==> config.mk <==
export PLATFORM = sky130hd
export DESIGN_NAME = backlight_pwm24
export DESIGN_NICKNAME = d
export VERILOG_FILES = /design/src/rtl/backlight_pwm24.sv
export SDC_FILE = /design/constraint.sdc
export NUM_CORES = 2
export LEC_CHECK = 0
export CAP_MARGIN = 20
export CORE_MARGIN = 2
export CORE_UTILIZATION = 50
export CTS_CLUSTER_DIAMETER = 200
export CTS_CLUSTER_SIZE = 20
export DETAILED_ROUTE_END_ITERATION = 16
export PLACE_DENSITY = 0.69
export RECOVER_POWER = 50
export REMOVE_ABC_BUFFERS = 1
export SYNTH_ARGS = -nofsm -noshare
export SYNTH_HDL_FRONTEND = slang
export SYNTH_SLANG_ARGS = --single-unit
==> constraint.sdc <==
create_clock -name iODCK -period 12.1 [get_ports iODCK]
set_input_delay 1.815 -clock iODCK [delete_from_list [all_inputs] [get_ports iODCK]]
set_output_delay 1.815 -clock iODCK [all_outputs]
set_load 0.005 [all_outputs]
==> src/rtl/backlight_pwm24.sv <==
// 24-zone backlight PWM stage: captures zone levels at frame end, slew-limits them
// per frame, and applies them only at PWM period boundaries so no pulse is truncated.
module backlight_pwm24 #(
  parameter int unsigned PRESCALE = 16,
  parameter int unsigned CNTW     = 5
) (
  input  logic         iODCK,
  input  logic         iRST,
  input  logic         iV_Duty,
  input  logic [191:0] iBlockData,
  input  logic [7:0]   iStep,
  output logic [23:0]  oPWM,
  output logic [191:0] oLevel,
  output logic         oFrameUpd
);

  typedef enum logic [1:0] {IDLE, SLEW, PEND} state_e;

  state_e         state_q, state_d;
  logic           v_q;
  logic [CNTW-1:0] pre_q, pre_d;
  logic [7:0]     pcnt_q, pcnt_d;
  logic [191:0]   target_q, target_d;
  logic [191:0]   next_q, next_d;
  logic [191:0]   level_q, level_d;
  logic [191:0]   slew_next;
  logic [23:0]    pwm_q, pwm_d;
  logic           upd_q, upd_d;
  logic           frame_edge, tick, wrap;

  // 9-bit differences keep the comparison against iStep free of wraparound.
  function automatic logic [7:0] slew_f(input logic [7:0] t, input logic [7:0] l,
                                        input logic [7:0] s);
    logic [8:0] diff;
    logic [7:0] n;
    n = t;
    if (s != '0) begin
      if (t > l) begin
        diff = {1'b0, t} - {1'b0, l};
        n = (diff > {1'b0, s}) ? l + s : t;
      end else if (t < l) begin
        diff = {1'b0, l} - {1'b0, t};
        n = (diff > {1'b0, s}) ? l - s : t;
      end
    end
    return n;
  endfunction

  assign frame_edge = v_q & ~iV_Duty;
  assign tick       = (pre_q == CNTW'(PRESCALE - 1));
  assign wrap       = tick && (pcnt_q == 8'd254);

  always_comb begin
    pre_d  = tick ? '0 : pre_q + CNTW'(1);
    pcnt_d = pcnt_q;
    if (tick) pcnt_d = (pcnt_q == 8'd254) ? '0 : pcnt_q + 8'd1;
  end

  always_comb begin
    slew_next = '0;
    pwm_d     = '0;
    for (int unsigned k = 0; k < 24; k++) begin
      slew_next[8*k +: 8] = slew_f(target_q[8*k +: 8], level_q[8*k +: 8], iStep);
      pwm_d[k]            = (pcnt_q < level_q[8*k +: 8]);
    end
  end

  // A frame edge overrides everything, including a wrap that would apply a pending update.
  always_comb begin
    state_d  = state_q;
    target_d = target_q;
    next_d   = next_q;
    level_d  = level_q;
    upd_d    = 1'b0;
    if (frame_edge) begin
      target_d = iBlockData;
      state_d  = SLEW;
    end else begin
      case (state_q)
        IDLE: ;
        SLEW: begin
          next_d  = slew_next;
          state_d = PEND;
        end
        PEND: begin
          if (wrap) begin
            level_d = next_q;
            upd_d   = 1'b1;
            state_d = IDLE;
          end
        end
        default: state_d = IDLE;
      endcase
    end
  end

  always_ff @(posedge iODCK or negedge iRST) begin
    if (!iRST) begin
      state_q  <= IDLE;
      v_q      <= 1'b0;
      pre_q    <= '0;
      pcnt_q   <= '0;
      target_q <= '0;
      next_q   <= '0;
      level_q  <= '0;
      pwm_q    <= '0;
      upd_q    <= 1'b0;
    end else begin
      state_q  <= state_d;
      v_q      <= iV_Duty;
      pre_q    <= pre_d;
      pcnt_q   <= pcnt_d;
      target_q <= target_d;
      next_q   <= next_d;
      level_q  <= level_d;
      pwm_q    <= pwm_d;
      upd_q    <= upd_d;
    end
  end

  assign oPWM      = pwm_q;
  assign oLevel    = level_q;
  assign oFrameUpd = upd_q;

endmodule

==> flow_summary.json <==
{
  "hold_path_end": "pre_q[0]$_DFF_PN0_",
  "grt_max_degree": 155,
  "dp_slack_ps": 5810,
  "cp_common_cell": "clkbuf_1",
  "final-hold-violation-count": 0,
  "clkLatencyLatePin_ps": 670,
  "clkTransAtPathRegs_ps": 90,
  "switching_power_mw": 2.83,
  "wirelength_um": 238000,
  "cts_tree": "done",
  "numCtsBuffers": 36,
  "stdcell_area_sq_um": 74000,
  "endpoint_kind": "asynchronous set/reset pin",
  "ir_worst_vdd_mv": 0.0900,
  "finClkSkew_ps": 38.2,
  "switching_share_pct": 40.2,
  "comb_power_share_pct": 43.2,
  "synthFlopType": "dfrtp_1",
  "ioPinCount": 420,
  "status": "complete, but fails checks",
  "fp.dieArea_sq_um": 138000,
  "min_from": "pre_q[0]$_DFF_PN0_",
  "core_sq_um": 134000,
  "placementRows": 134,
  "ctsRootBufferMaster": "clkbuf_16",
  "reg2reg_depth": 9,
  "clk_path_buf_depth": 3,
  "fin_util_pct": 55.3,
  "syn_to_final_growth_pct": 9.78,
  "r2r-end": "oPWM[5]$_DFF_PN0_",
  "synth_enable_flop_cells": 0,
  "yosys_warnings": 0,
  "reg2reg_from": "pcnt_q[1]$_DFFE_PN0N_",
  "static-leakage-power_nw": 34.2,
  "port_buffers": 419,
  "avgSynthCellArea_sq_um": 8.36,
  "p_per_area_nw_per_um2": 95.2,
  "post_cts_resized": 0,
  "hpwl_um": 169000,
  "violations": "capacitance limit, slew limit",
  "start_kind": "input pin",
  "gr-total-overflow": 0,
  "setup_violations": 0,
  "whs_path_depth": 1,
  "clockPowerShare_pct": 19.5,
  "clock.fmax_mhz": 134,
  "syn_inst": 8057,
  "wl_per_cell_um": 23.7,
  "routabilityCongestion": 0.962,
  "synth_seq_cells": 617,
  "yosys.cell_count.top_type": "ha_1",
  "tightestPinTransition_ps": 4930,
  "synth.distinct_cells": 98,
  "slowest_stage": "clkbuf_1",
  "worstPathArrival_ps": 7580,
  "synth_top_area_share_pct": 23.2,
  "grt_first_pass_wirelength_um": 361000,
  "drv_cap": 4,
  "synth_commonest_cells": "ha_1, o21ai_0, nand2_1",
  "synth_area_leaders": "ha_1, dfrtp_1, o21ai_0",
  "regToRegSetupSlack_ps": 6420,
  "clock-sinks": 617,
  "yosys.area.top_type": "ha_1",
  "period_needed_ps": 7450,
  "cpPeakStageDelay_ps": 3390,
  "layout-drive-gt1-share_pct": 2.70,
  "placed_area_sq_um": 73000,
  "viasPerCell": 6.16,
  "seq_power_share_pct": 37.3,
  "dr.pass1.iters": 8,
  "grt_usage_pct": 33.9,
  "crit_required_ps": 12230,
  "antenna_found_initial": 8,
  "drt_iter0_drc": 5961,
  "hp-class": "reg -> reg",
  "timing.final.crit_share_pct": 61.6,
  "crit_chain": "clkbuf_1, clkbuf_1",
  "path_class": "in -> async",
  "intPower_mw": 4.21,
  "rsz0062_at_grt": "no",
  "layout_setup_ws_ps": 4650,
  "drc": 0,
  "critical_path_buf_inv_count": 2,
  "fin_hold_ws_ps": 466,
  "fin_nets": 9802,
  "drv_slew": 186,
  "critPathTopFamily": "buffers and inverters",
  "slew_headroom_pct": -229,
  "yosysSeqAreaShare_pct": 22.9,
  "vias": 61812,
  "chipHeight_um": 371,
  "initial_core_util_pct": 50.4,
  "path_max_fanout": 84,
  "die_w_um": 371,
  "htree_levels": 2,
  "syn_area_sq_um": 67400,
  "drtAntennaViolNets": 0,
  "hold_buffers": 0,
  "synthArstFlopShare_pct": 100,
  "grt_pass1_vias": 60512,
  "post-cts-setup-buffers": 0,
  "fin_setup_tns_ps": 0
}
[sequential cells by signal (all words and copies together), names as in the netlist]
name / cells
next_q: 192
oLevel: 192
target_q: 192
oPWM: 24
pcnt_q: 8
pre_q: 5
state_q: 2
oFrameUpd: 1
v_q: 1
[cell usage in the layout (no fill, tap or decap), drive strengths merged, types with 96 or more instances in the layout]
master and count:
nand2b 104, a21oi 543, o21a 130, nand2 712, a21o 266, dfrtp 617, xor2 132, dlygate4sd3 148
nor2 442, ha 1251, inv 711, fa 96, nand3 111, nor2b 153, clkdlybuf4s50 262, nand4 107
nor3 145, o21ai 787, xnor2 315
[cells by family after synthesis]
kind of cell | Yosys count | synth area share, %
AO/OA/AOI/OAI | 2582 | 24.7
XOR/XNOR | 447 | 5.81
adder cells (fa/ha/maj) | 1347 | 26.1
buffers and inverters | 1031 | 5.90
flip-flops | 617 | 22.9
multiplexers | 58 | 0.882
AND/OR/NAND/NOR | 1975 | 13.7
[power groups by stage]
stage,Sequential (mW),Combinational (mW),Clock [mW]
after floorplan,2.58,2.16,0
after global placement,2.65,2.91,0
after detailed placement,2.65,2.98,0
after CTS,2.62,3.00,1.41
after global routing,2.66,3.37,1.47
final,2.63,3.04,1.37
[worst max path at each step]
stage | from | endpoint | slack [ps] | cells after the start
3_3_place_gp | iStep[4] | next_q[152]$_DFFE_PN0P_ | 5780 | 13
4_1_cts | iStep[4] | next_q[152]$_DFFE_PN0P_ | 6510 | 13
3_5_place_dp | iStep[4] | next_q[152]$_DFFE_PN0P_ | 5810 | 13
6_report | iRST | oLevel[85]$_DFFE_PN0P_ | 4650 | 2
2_1_floorplan | iV_Duty | next_q[67]$_DFFE_PN0P_ | 3250 | 7
5_1_grt | iRST | target_q[86]$_DFFE_PN0P_ | 3320 | 2
[metal layers]
| layer | GRT usage (%) | up-vias | wire (um) |
|---|---|---|---|
| met5 | 0 | - | 11 |
| met4 | 14.8 | 2 | 11800 |
| met3 | 5.92 | 539 | 19100 |
| met2 | 54.2 | 2480 | 106000 |
| met1 | 44.7 | 29796 | 101000 |
| li1 | - | 28995 | - |
[stage by stage]
step                      instances  power [mW]
after CTS                     10022        7.03
after global routing          10024        7.50
after detailed placement       9981        5.63
final                         10030        7.04
after floorplan                7735        4.74
after global placement         9981        5.56
[final cells by class]
cell class,count,area [sq um]
clock buffers,38,930
inverters,709,2700
fillers,12309,59700
multi-input cells,6409,48000
repair buffers,479,4650
well taps,1768,2210
flip-flops and latches,617,15400
clock inverters,3,22.5
diodes,7,17.5
Power figures use the tool's default switching activity.
